**config.mk**
```make
export PLATFORM = sky130hd
export DESIGN_NAME = flag_status_register
export DESIGN_NICKNAME = d
export VERILOG_FILES = /design/src/rtl/flag_status_register.sv
export SDC_FILE = /design/constraint.sdc
export NUM_CORES = 1
export LEC_CHECK = 0
export ABC_AREA = 1
export BUFFER_PORTS_ARGS = -buffer_cell sky130_fd_sc_hd__buf_2
export CAP_MARGIN = 20
export CORE_MARGIN = 2
export CORE_UTILIZATION = 59
export DETAILED_ROUTE_END_ITERATION = 8
export PLACE_DENSITY = 0.84
export SYNTH_ARGS = -nofsm -noshare
export SYNTH_HDL_FRONTEND = slang
export SYNTH_SLANG_ARGS = --single-unit
export TNS_END_PERCENT = 50
```
**constraint.sdc**
```tcl
create_clock -name clk -period 5.1 [get_ports clk]
set_input_delay 0.255 -clock clk [delete_from_list [all_inputs] [get_ports clk]]
set_output_delay 0.255 -clock clk [all_outputs]
set_load 0.02 [all_outputs]
```
**src/rtl/flag_status_register.sv**
```systemverilog
// flag_status_register
// Registers the ALU Z/N/V/C flags as the architectural NZCV status, evaluates
// ARM-style condition codes against them, buffers every captured flag snapshot
// in a small FIFO for display/debug, and keeps a saturating overflow count.
// Optional feature: define FLAG_STICKY_EN to build the sticky-overflow flop
// (v_sticky / clr_sticky); otherwise v_sticky is tied low.
module flag_status_register #(
    parameter int DEPTH = 4,
    parameter int CNT_W = 8
) (
    input  logic             clk,
    input  logic             rst_n,
    input  logic             Z,
    input  logic             N,
    input  logic             V,
    input  logic             C,
    input  logic             in_valid,
    input  logic             flag_we,
    output logic             in_ready,
    input  logic [3:0]       cond,
    output logic             cond_pass,
    output logic [3:0]       nzcv,
    output logic             out_valid,
    input  logic             out_ready,
    output logic [3:0]       out_nzcv,
    output logic [CNT_W-1:0] ovf_count,
    input  logic             clr_sticky,
    output logic             v_sticky
);

    localparam int PTR_W = (DEPTH > 1) ? $clog2(DEPTH) : 1;

    // Condition-code evaluation against a {N,Z,C,V} word; 4'hF is reserved.
    function automatic logic cond_eval(input logic [3:0] cc, input logic [3:0] f);
        logic fn;
        logic fz;
        logic fc;
        logic fv;
        logic res;
        fn = f[3];
        fz = f[2];
        fc = f[1];
        fv = f[0];
        case (cc)
            4'h0:    res = fz;
            4'h1:    res = ~fz;
            4'h2:    res = fc;
            4'h3:    res = ~fc;
            4'h4:    res = fn;
            4'h5:    res = ~fn;
            4'h6:    res = fv;
            4'h7:    res = ~fv;
            4'h8:    res = fc & ~fz;
            4'h9:    res = ~fc | fz;
            4'hA:    res = (fn == fv);
            4'hB:    res = (fn != fv);
            4'hC:    res = ~fz & (fn == fv);
            4'hD:    res = fz | (fn != fv);
            4'hE:    res = 1'b1;
            default: res = 1'b0;
        endcase
        return res;
    endfunction

    logic [3:0]       nzcv_q;
    logic [3:0]       nzcv_d;
    logic [PTR_W:0]   wr_ptr_q;
    logic [PTR_W:0]   wr_ptr_d;
    logic [PTR_W:0]   rd_ptr_q;
    logic [PTR_W:0]   rd_ptr_d;
    logic [3:0]       mem_q [DEPTH];
    logic [CNT_W-1:0] ovf_q;
    logic [CNT_W-1:0] ovf_d;

    logic             full_s;
    logic             empty_s;
    logic             accept_s;
    logic             pop_s;
    logic [3:0]       flags_in_s;

    // The extra wrap bit tells full (same index, different lap) from empty.
    assign full_s     = (wr_ptr_q[PTR_W] != rd_ptr_q[PTR_W]) &&
                        (wr_ptr_q[PTR_W-1:0] == rd_ptr_q[PTR_W-1:0]);
    assign empty_s    = (wr_ptr_q == rd_ptr_q);
    assign accept_s   = in_valid & flag_we & ~full_s;
    assign pop_s      = ~empty_s & out_ready;
    assign flags_in_s = {N, Z, C, V};

    assign in_ready   = ~full_s;
    assign out_valid  = ~empty_s;
    assign nzcv       = nzcv_q;
    assign ovf_count  = ovf_q;

    // Head is read straight from the storage registers; forced to zero when empty.
    always_comb begin
        if (empty_s) begin
            out_nzcv = 4'b0000;
        end else begin
            out_nzcv = mem_q[rd_ptr_q[PTR_W-1:0]];
        end
    end

    // Condition pass is a pure decode of the registered flags.
    always_comb begin
        cond_pass = cond_eval(cond, nzcv_q);
    end

    // Next-state for flags, pointers and the saturating overflow counter.
    always_comb begin
        nzcv_d   = nzcv_q;
        wr_ptr_d = wr_ptr_q;
        rd_ptr_d = rd_ptr_q;
        ovf_d    = ovf_q;
        if (accept_s) begin
            nzcv_d   = flags_in_s;
            wr_ptr_d = wr_ptr_q + {{PTR_W{1'b0}}, 1'b1};
        end else begin
            nzcv_d   = nzcv_q;
        end
        if (pop_s) begin
            rd_ptr_d = rd_ptr_q + {{PTR_W{1'b0}}, 1'b1};
        end else begin
            rd_ptr_d = rd_ptr_q;
        end
        if (accept_s && V && (ovf_q != {CNT_W{1'b1}})) begin
            ovf_d = ovf_q + {{(CNT_W-1){1'b0}}, 1'b1};
        end else begin
            ovf_d = ovf_q;
        end
    end

    // Architectural state; reset discards FIFO contents and beats any same-cycle accept/pop.
    always_ff @(posedge clk) begin
        if (!rst_n) begin
            nzcv_q   <= 4'b0000;
            wr_ptr_q <= '0;
            rd_ptr_q <= '0;
            ovf_q    <= '0;
        end else begin
            nzcv_q   <= nzcv_d;
            wr_ptr_q <= wr_ptr_d;
            rd_ptr_q <= rd_ptr_d;
            ovf_q    <= ovf_d;
        end
    end

    // Snapshot storage; an entry is written only on an accepted capture.
    always_ff @(posedge clk) begin
        if (!rst_n) begin
            for (int i = 0; i < DEPTH; i++) begin
                mem_q[i] <= 4'b0000;
            end
        end else if (accept_s) begin
            mem_q[wr_ptr_q[PTR_W-1:0]] <= flags_in_s;
        end
    end

`ifdef FLAG_STICKY_EN
    logic v_sticky_q;
    logic v_sticky_d;

    // Sticky overflow: a setting accept wins over a same-cycle clear.
    always_comb begin
        if (accept_s && V) begin
            v_sticky_d = 1'b1;
        end else if (clr_sticky) begin
            v_sticky_d = 1'b0;
        end else begin
            v_sticky_d = v_sticky_q;
        end
    end

    // Sticky overflow register.
    always_ff @(posedge clk) begin
        if (!rst_n) begin
            v_sticky_q <= 1'b0;
        end else begin
            v_sticky_q <= v_sticky_d;
        end
    end

    assign v_sticky = v_sticky_q;
`else
    logic unused_clr_sticky_s;
    assign unused_clr_sticky_s = clr_sticky;
    assign v_sticky            = 1'b0;
`endif

endmodule

```
==> impl_metrics.csv, run 1 <==
group,metric,value,unit
logic_synthesis,synth-seq-cells,36,
power_and_ir_drop,pwr-share-seq,51.1,%
logic_synthesis,async_flop_share,0,%
timing,hold_ws,0.155,ns
clock_tree,cts_setup_buffers,0,
logic_synthesis,synthTopCellsByArea,"edfxtp_1 (25%), dfxtp_1 (21%), nand2_1 (13%)",
timing,slew_viol_final,0,
worst_setup_path,max_stage_delay,0.50,ns
clock_tree,hold_buffers,0,
logic_synthesis,synth.top_cell.area_share,25.0,%
clock_tree,clockBufferDepth,2,
drt,via_count,1651,
drt,drtIter0Drc,54,
power_and_ir_drop,power_density,294,mW/mm²
logic_synthesis,synth_top_family_by_area,"simple AND/OR/NAND/NOR gates",
power_and_ir_drop,clkPwrFrac,30.6,%
timing,timing.fmax,474,MHz
power_and_ir_drop,p_comb_share,18.3,%
place,gp_congestion,0.819,
place,preCtsSetupSlack,2.99,ns
clock_tree,clk-insertion-delay-late,0.34,ns
logic_synthesis,synthXorXnorAreaFrac,3.65,%
worst_setup_path,crit_type,"flip-flop to flip-flop",
worst_setup_path,critPathRequiredTime,5.09,ns
worst_setup_path,cpMaxStageDelayCell,"dfxtp_1",
clock_tree,cts_sinks,36,
timing,relSlewSlack,59.0,%
logic_synthesis,synth-edff-count,16,
place,detailedPlacementHpwl,2760,µm
finish,syn_to_final_growth,14.3,%
clock_tree,cts_max_level,2,
finish,final_nets,298,
worst_setup_path,critPathArrivalTime,2.10,ns
logic_synthesis,ys.flop_type,"dfxtp_1",
logic_synthesis,synth.most_common_cell,"nand2_1",
global_routing,grt_pass1_wl,6130,µm
clock_tree,ctsResizeCount,0,
logic_synthesis,synthAdderAreaFrac,1.96,%
power_and_ir_drop,peakVddDrop,0.202,mV
floorplanning,die_h,61.0,µm
worst_setup_path,setup.worst_path.end_class,"flip-flop",
worst_setup_path,r2r_cells,8,
drt,finalWirelength,3590,µm
clock_tree,path_clk_slew,0.11,ns
timing,finalSetupViolCount,0,
hold_path,hold-path-endpoint,"nzcv[2]$_SDFFE_PN0P_",
drt,via_per_inst,5.06,
worst_setup_path,path_max_fanout,9,
worst_setup_path,r2r_end,"mem_q[2][1]$_SDFFCE_PN0P_",
logic_synthesis,synth_cells,246,
clock_tree,cts_root_buf,"clkbuf_4",
worst_setup_path,worstPathCellList,"inv_2 -> nand2_1 -> nand2_2 -> nand3_4 -> nand2_8 -> nor2_8 -> nand2_4 -> o21ai_0",
timing,totalNegativeSetupSlack,0,ns
clock_tree,cts_tree,"built",
power_and_ir_drop,power.switching,189,µW
worst_setup_path,reg2reg_slack,2.99,ns
global_routing,grt_max_degree,14,
drt,final_antenna_net_count,0,
global_routing,antenna_found_initial,0,
logic_synthesis,synth_compound_area_share,11.1,%
logic_synthesis,synth-simple-area-share,30.7,%
finish,post-route-util,71.3,%
logic_synthesis,synth_warnings,0,
logic_synthesis,syn_area_per_cell,7.80,µm²
drt,wl_per_cell,11.0,µm
worst_setup_path,timing.rr.start,"wr_ptr_q[0]$_SDFFE_PN0P_",
clock_tree,numCtsBuffers,5,
global_routing,grt_pass1_vias,1477,
timing,worst_slack,2.99,ns
hold_path,worstHoldStart,"Z",
logic_synthesis,synth_common_cells,"nand2_1 (68), nor2_1 (27), inv_1 (26), dfxtp_1 (20), edfxtp_1 (16)",
logic_synthesis,syn_area,0.00192,mm²
finish,layout-drive-gt1-share,17.0,%
floorplanning,io_pins,34,
power_and_ir_drop,p_leak,1.03,nW
timing,finClkSkew,0.00805,ns
power_and_ir_drop,swShare,29.3,%
place,portBuffers,31,
hold_path,holdPathStages,3,
hold_path,min_path_type,"input port to flip-flop",
logic_synthesis,synth_fp_nets,263,
worst_setup_path,startpoint_type,"flip-flop",
timing,final_hold_viol_count,0,
finish,fill_cells,270,
logic_synthesis,muxShareOfSynthArea,0,%
floorplanning,core.rowCount,20,
logic_synthesis,yosysUniqueCellTypes,30,
timing,tightest_slew,0.610,ns
floorplanning,die_x,61.0,µm
power_and_ir_drop,p_int,457,µW
floorplanning,start_util,62.4,%
worst_setup_path,crit_start,"wr_ptr_q[0]$_SDFFE_PN0P_",
status,status,"completed",
logic_synthesis,synth_area_leader_cell,"edfxtp_1",
drt,drc,0,
global_routing,gr-usage-all-layers,22.1,%
timing,period_needed,2.11,ns
drt,drtPass1Iterations,4,
floorplanning,core,0.00308,mm²
global_routing,grt-ovfl-total,0,
finish,antennaDiodeCount,0,
logic_synthesis,synth_sequential_area_ratio,45.9,%
job,cap_violations,0,
timing,rsz0062_at_grt,"no",
timing,fin_crit_sh,41.3,%
floorplanning,die-area,0.00373,mm²
[area by class of cell]
class                           instances  area (µm²)  area share (%)
Timing Repair Buffer                   31         155            7.07
Sequential cell                        36         881            40.1
Inverter                               29         109            4.96
Clock buffer                            5        37.5            1.71
Clock inverter                          3        42.5            1.94
Tap cell                               44        55.1            2.51
Multi-Input combinational cell        178         915            41.7
[layer usage]
metal  track usage (%)  share of wire [%]  up-vias
met1              28.2                 46      723
met5                 0                  0        -
met3              5.25                4.1        6
met2              37.7                 49       35
met4              5.90                1.0        0
li1                  -                  -      887
[flip-flops by register name, indices dropped and copies added, names as in the netlist, named ones only]
register and cells:
mem_q 16, ovf_count 8, rd_ptr_q 3, nzcv 4, wr_ptr_q 3
[cells in the final DEF, fill, tap and decap left out, drive strengths merged, types with 2 or more instances in the layout]
| cell type | n |
|---|---|
| nand4 | 4 |
| clkbuf | 5 |
| a21oi | 14 |
| nand2 | 72 |
| nand3 | 11 |
| o32ai | 4 |
| xnor2 | 2 |
| ha | 3 |
| dfxtp | 20 |
| edfxtp | 16 |
| xor2 | 6 |
| buf | 31 |
| inv | 28 |
| o21ai | 16 |
| clkinv | 2 |
| nor2 | 29 |
| nor3 | 12 |
[worst max path at each step]
stage | to | slack (ns) | cells after the start
4_1_cts | mem_q[2][1]$_SDFFCE_PN0P_ | 2.98 | 8
2_1_floorplan | mem_q[2][0]$_SDFFCE_PN0P_ | 3.20 | 8
3_3_place_gp | mem_q[2][2]$_SDFFCE_PN0P_ | 3.04 | 8
3_5_place_dp | mem_q[2][3]$_SDFFCE_PN0P_ | 2.99 | 8
5_1_grt | mem_q[2][1]$_SDFFCE_PN0P_ | 2.81 | 8
6_report | mem_q[2][1]$_SDFFCE_PN0P_ | 2.99 | 8
[logic make-up (layout without fill, tap and decap cells)]
group,Yosys count,count (layout)
adder cells (fa/ha/maj),3,3
XOR/XNOR,8,8
flip-flops,36,36
AND/OR/NAND/NOR,128,128
buffers and inverters,32,68
AO/OA/AOI/OAI,38,38
other,1,1
[metrics by stage]
stage                     power (mW)  std cells  cell area (µm²)
after floorplan                0.420        246             1920
after global placement         0.452        318             2110
after detailed placement       0.455        318             2110
after CTS                      0.649        326             2190
after global routing           0.677        326             2190
final                          0.646        326             2190
[power by group through the flow]
| stage | clock, mW | sequential, mW | combinational (mW) |
|---|---|---|---|
| floorplan | 0 | 0.334 | 0.0859 |
| global placement | 0 | 0.336 | 0.116 |
| detailed placement | 0 | 0.337 | 0.118 |
| CTS | 0.199 | 0.330 | 0.119 |
| global route | 0.210 | 0.333 | 0.134 |
| finish | 0.198 | 0.330 | 0.118 |
[worst max-delay path, delay by kind of cell, from the launching register on]
family,cells,cell delay (ns)
flip-flops,1,0.50
AND/OR/NAND/NOR,6,0.67
AO/OA/AOI/OAI,1,0.42
buffers and inverters,1,0.16
(Power assumes the default switching activity.)
==> run 2, diff against run 1 <==
- CORE_UTILIZATION: 59 -> 55
- PLACE_DENSITY: 0.84 -> 0.79
- clock period: 5.1 -> 2.2 ns (I/O delays scaled with it)
==> run 2 against run 1 <==
Effect of this change: the run now ends with negative hold slack left; combinational power increased by 140%; final cell count rose by 1.5%; fmax rose by 6.3%; die area grew 6.8%; clock skew barely moved; global-route usage is 0.89 points lower; worst setup slack lost 2.8 ns; first-iteration DRC count fell by 41%; critical endpoint is now mem_q[1][0]$_SDFFCE_PN0P_; highest routed layer unchanged.
==> impl_metrics.csv, run 2 (synthesis gave the netlist of run 1 again) <==
group,metric,value,unit
job,cap_violations,0,
global_routing,grt_pass1_wl,6670,µm
power_and_ir_drop,power_density,630,mW/mm²
worst_setup_path,critPathArrivalTime,2.00,ns
clock_tree,cts_tree,"built",
place,gp_congestion,0.897,
place,preCtsSetupSlack,0.219,ns
worst_setup_path,critPathRequiredTime,2.21,ns
timing,slew_viol_final,0,
drt,via_count,1700,
drt,wl_per_cell,11.3,µm
worst_setup_path,path_max_fanout,10,
floorplanning,start_util,57.5,%
drt,finalWirelength,3740,µm
global_routing,grt_busiest_layer,"met2",
finish,largest_reg_flops,16,
timing,fin_crit_sh,90.2,%
place,dp.cells,323,
clock_tree,cts_root_buf,"clkbuf_4",
clock_tree,cts_max_level,2,
worst_setup_path,max_stage_delay,0.47,ns
finish,final_nets,301,
global_routing,met3_usage,3.21,%
clock_tree,numCtsBuffers,5,
clock_tree,clk-insertion-delay-late,0.34,ns
global_routing,grt.met1_usage,26.9,%
finish,antennaDiodeCount,0,
place,detailedPlacementHpwl,2760,µm
finish,fill_cells,307,
timing,worst_slack,0.216,ns
worst_setup_path,worstPathCellList,"inv_2 -> nand2_1 -> nand2_2 -> nand3_4 -> nand2_8 -> nor2_8 -> nand2_4 -> o21ai_1",
timing,finClkSkew,0.00769,ns
floorplanning,core,0.00334,mm²
finish,layout_common_cells,"nand2_1 (68), buf_2 (31), nor2_1 (27)",
worst_setup_path,setup.worst_path.end_class,"flip-flop",
drt,via_per_inst,5.14,
status,violations,"negative hold slack",
global_routing,grt_max_degree,14,
timing,timing.fmax,504,MHz
floorplanning,die-area,0.00398,mm²
clock_tree,ctsResizeCount,0,
clock_tree,cts_sinks,36,
worst_setup_path,cpMaxStageDelayCell,"dfxtp_1",
finish,top_register,"mem_q",
worst_setup_path,crit_type,"flip-flop to flip-flop",
floorplanning,core.rowCount,21,
clock_tree,cts_setup_buffers,0,
global_routing,gr-usage-met2,35.9,%
global_routing,antenna_found_initial,0,
drt,drtIter0Drc,32,
global_routing,gr-usage-all-layers,21.2,%
timing,rsz0062_at_grt,"no",
timing,finalSetupViolCount,0,
clock_tree,path_clk_slew,0.10,ns
finish,post-route-util,65.6,%
finish,layout-drive-gt1-share,16.8,%
worst_setup_path,startpoint_type,"flip-flop",
finish,layout_commonest_cell,"nand2_1",
floorplanning,io_pins,34,
clock_tree,clockBufferDepth,2,
finish,syn_to_final_growth,14.0,%
place,portBuffers,31,
timing,totalNegativeSetupSlack,0,ns
drt,drtPass1Iterations,4,
power_and_ir_drop,peakVddDrop,0.399,mV
clock_tree,hold_buffers,0,
global_routing,grt_pass1_vias,1530,
timing,period_needed,1.98,ns
power_and_ir_drop,p_leak,1.03,nW
hold_path,min_path_type,"input port to flip-flop",
status,status,"finished, violations left",
timing,final_hold_viol_count,1,
floorplanning,die_x,63.1,µm
drt,drc,0,
floorplanning,die_h,63.1,µm
global_routing,grt-ovfl-total,0,
finish,stdcell_count,331,
drt,final_antenna_net_count,0,
timing,hold_ws,-0.00215,ns
run 2: cell types whose count changed in the layout (fill, tap and decap cells not counted):
cell,delta
buf_4,+3
bufinv_16,-1
clkbuf_1,+2
clkinv_1,+1
clkinv_2,-1
clkinvlp_4,-1
run 2: critical path: cells and delay by family (launching register included):
| kind | cells | cell delay (ns) |
|---|---|---|
| compound gates | 1 | 0.33 |
| buf+inv | 1 | 0.15 |
| flops | 1 | 0.47 |
| simple gates | 6 | 0.70 |
run 2: final timing paths:
kind,start,depth (start not counted),to,slack (ns)
max,wr_ptr_q[0]$_SDFFE_PN0P_,8,mem_q[1][0]$_SDFFCE_PN0P_,0.22
min,Z,3,nzcv[2]$_SDFFE_PN0P_,-0.002
max reg2reg,wr_ptr_q[0]$_SDFFE_PN0P_,8,mem_q[1][0]$_SDFFCE_PN0P_,0.22
min reg2reg,ovf_count[7]$_SDFFE_PN0P_,2,ovf_count[7]$_SDFFE_PN0P_,0.52
run 2: report_power, final:
group | switching (mW) | internal (mW) | leakage [nW]
combinational | 0.188 | 0.0926 | 0.672
clock | 0.212 | 0.123 | 0.0269
sequential | 0.0311 | 0.733 | 0.328
total | 0.431 | 0.949 | 1.03
run 2: routing by layer:
layer	vias to the layer above	part of all wire, %
li1	892	-
met1	753	46
met2	48	48
met3	7	4.3
met4	0	1.8
met5	-	0
run 2: layout make-up:
class                   instances  area [µm²]  share of cell area [%]
clock buffers                   7        45.0                    2.06
clock inverters                 1        3.75                   0.172
inverters                      29         109                    4.97
multi-input cells             178         915                    41.8
flip-flops and latches         36         881                    40.3
well taps                      46        57.6                    2.63
repair buffers                 34         178                    8.12
run 2: per-stage QoR:
stage                     instance area, µm²  power, mW
after global placement                  2140       1.05
after detailed placement                2140       1.06
final                                   2190       1.38
after floorplan                         1920      0.974
after CTS                               2190       1.38
after global routing                    2190       1.45
==> run 3, diff against run 2 <==
- CORE_UTILIZATION: 55 -> 59
- PLACE_DENSITY: 0.79 -> 0.84
- clock period: 2.2 -> 2.5 ns (I/O delays scaled with it)
==> run 3 against run 2 <==
Effect of this change: the run now ends clean; flip-flop and latch count is the same; core utilization grew 5.8 points; sequential power shrank 12%; final area grew 0.46%; sequential share of layout area shrank 0.18 points; register-to-register slack gained 0.17 ns; via count shrank 1.4%; fmax shrank 6.1%; count of clock-buffer cells in the layout shrank 1; worst hold slack gained 0.038 ns; routed wire length shrank 0.24%; clock power grew 19%; critical path type unchanged; largest power group unchanged.
==> impl_metrics.csv, run 3 (synthesis gave the netlist of run 1 again) <==
group,metric,value,unit
floorplanning,core,0.00308,mm²
clock_tree,clk-insertion-delay-late,0.33,ns
worst_setup_path,crit_path_end,"mem_q[2][0]$_SDFFCE_PN0P_",
hold_path,holdPathStages,3,
global_routing,grt_max_degree,14,
worst_setup_path,crit_family,"simple AND/OR/NAND/NOR gates",
drt,drc,0,
status,status,"completed",
global_routing,gr-usage-all-layers,22.8,%
worst_setup_path,max_stage_delay,0.48,ns
clock_tree,path_clk_slew,0.11,ns
worst_setup_path,setup.worst_path.end_class,"flip-flop",
floorplanning,io_pins,34,
timing,totalNegativeSetupSlack,0,ns
clock_tree,hold_buffers,0,
timing,hold_ws,0.0355,ns
worst_setup_path,startpoint_type,"flip-flop",
worst_setup_path,reg2reg_slack,0.39,ns
floorplanning,die_x,61.0,µm
worst_setup_path,cpMaxStageDelayCell,"dfxtp_1",
power_and_ir_drop,power.switching,382,µW
clock_tree,cts_max_level,2,
power_and_ir_drop,peakVddDrop,0.367,mV
timing,relSlewSlack,58.8,%
job,cap_violations,0,
finish,syn_to_final_growth,14.5,%
global_routing,grt_pass1_vias,1530,
finish,final_nets,299,
place,gp_congestion,0.805,
drt,wl_per_cell,11.4,µm
power_and_ir_drop,p_leak,1.03,nW
global_routing,grt-ovfl-total,0,
timing,finalSetupViolCount,0,
global_routing,grt_pass1_wl,6300,µm
timing,period_needed,2.11,ns
clock_tree,cts_tree,"built",
worst_setup_path,critPathRequiredTime,2.48,ns
drt,final_antenna_net_count,0,
place,dpl_cell_area,0.00212,mm²
clock_tree,cts_sinks,36,
worst_setup_path,worstPathCellList,"inv_2 -> nand2_1 -> nand2_2 -> nand3_4 -> nand2_8 -> nor2_8 -> nand2_4 -> o21ai_0",
timing,tightest_slew,0.612,ns
drt,via_per_inst,5.13,
clock_tree,cts_root_buf,"clkbuf_4",
timing,timing.fmax,473,MHz
finish,layout_common_cells,"nand2_1 (68), buf_2 (31), nor2_1 (27)",
power_and_ir_drop,swShare,29.0,%
power_and_ir_drop,p_comb_share,18.6,%
floorplanning,core.rowCount,20,
finish,finish.instance_area,0.00220,mm²
power_and_ir_drop,power_density,599,mW/mm²
finish,antennaDiodeCount,0,
drt,drtPass1Iterations,4,
timing,finClkSkew,0.00841,ns
timing,worst_slack,0.386,ns
drt,finalWirelength,3730,µm
worst_setup_path,r2r_end,"mem_q[2][0]$_SDFFCE_PN0P_",
global_routing,antenna_found_initial,0,
finish,layout_commonest_cell,"nand2_1",
worst_setup_path,timing.rr.start,"wr_ptr_q[0]$_SDFFE_PN0P_",
worst_setup_path,path_max_fanout,9,
worst_setup_path,worst-path-buf-inv,1,
power_and_ir_drop,p_int,934,µW
worst_setup_path,r2r_cells,8,
clock_tree,clockBufferDepth,2,
floorplanning,die_h,61.0,µm
clock_tree,ctsResizeCount,0,
power_and_ir_drop,pwr-share-seq,51.1,%
worst_setup_path,critPathArrivalTime,2.10,ns
place,preCtsSetupSlack,0.397,ns
clock_tree,numCtsBuffers,5,
finish,largest_reg_flops,16,
timing,fin_crit_sh,84.5,%
finish,fill_cells,261,
timing,rsz0062_at_grt,"no",
clock_tree,cts_setup_buffers,0,
floorplanning,start_util,62.4,%
finish,top_register,"mem_q",
drt,via_count,1676,
worst_setup_path,crit_type,"flip-flop to flip-flop",
place,detailedPlacementHpwl,2830,µm
finish,layout-drive-gt1-share,17.0,%
worst_setup_path,crit_cells,8,
timing,slew_viol_final,0,
place,portBuffers,31,
worst_setup_path,crit_start,"wr_ptr_q[0]$_SDFFE_PN0P_",
drt,drtIter0Drc,57,
hold_path,min_path_type,"input port to flip-flop",
floorplanning,die-area,0.00373,mm²
timing,final_hold_viol_count,0,
power_and_ir_drop,clkPwrFrac,30.3,%
==> run 3: metal layers <==
layer	GRT usage (%)	routed length, µm
met5	0	0
met2	41.5	1900
met4	9.01	48
met1	26.5	1650
met3	3.78	136
==> run 3: worst min path at each step <==
stage          start              endpoint
2_1_floorplan      V  nzcv[0]$_SDFFE_PN0P_
3_3_place_gp       Z  nzcv[2]$_SDFFE_PN0P_
3_5_place_dp       V  nzcv[0]$_SDFFE_PN0P_
4_1_cts            C  nzcv[1]$_SDFFE_PN0P_
5_1_grt            C  nzcv[1]$_SDFFE_PN0P_
6_report           C  nzcv[1]$_SDFFE_PN0P_
==> run 3: cell type report <==
type / instances / area [µm²] / area share, %
clock inverter: 2 / 35.0 / 1.59
inverter: 29 / 109 / 4.95
sequential: 36 / 881 / 40.1
timing repair buffer: 32 / 163 / 7.40
tap: 44 / 55.1 / 2.50
multi-input combinational: 178 / 915 / 41.6
clock buffer: 6 / 41.3 / 1.88
==> run 3: power groups by stage <==
| stage | clock network [mW] | logic (mW) | registers, mW |
|---|---|---|---|
| after floorplan | 0 | 0.175 | 0.682 |
| after global placement | 0 | 0.240 | 0.685 |
| after detailed placement | 0 | 0.245 | 0.687 |
| after CTS | 0.402 | 0.246 | 0.674 |
| after global routing | 0.425 | 0.276 | 0.677 |
| final | 0.398 | 0.245 | 0.673 |
==> run 3: tightest hold or removal path: stages <==
cell,delay (ns)
buf_2,0.09
nand2_1,0.06
o21ai_0,0.06
==> run 3: stage by stage <==
| step | total power [mW] | util (%) | cells |
|---|---|---|---|
| 3_5_place_dp | 0.932 | 68.9 | 319 |
| 6_report | 1.32 | 71.4 | 327 |
| 4_1_cts | 1.32 | 71.4 | 327 |
| 2_1_floorplan | 0.857 | - | 246 |
| 5_1_grt | 1.38 | 71.4 | 327 |
| 3_3_place_gp | 0.925 | 68.9 | 319 |
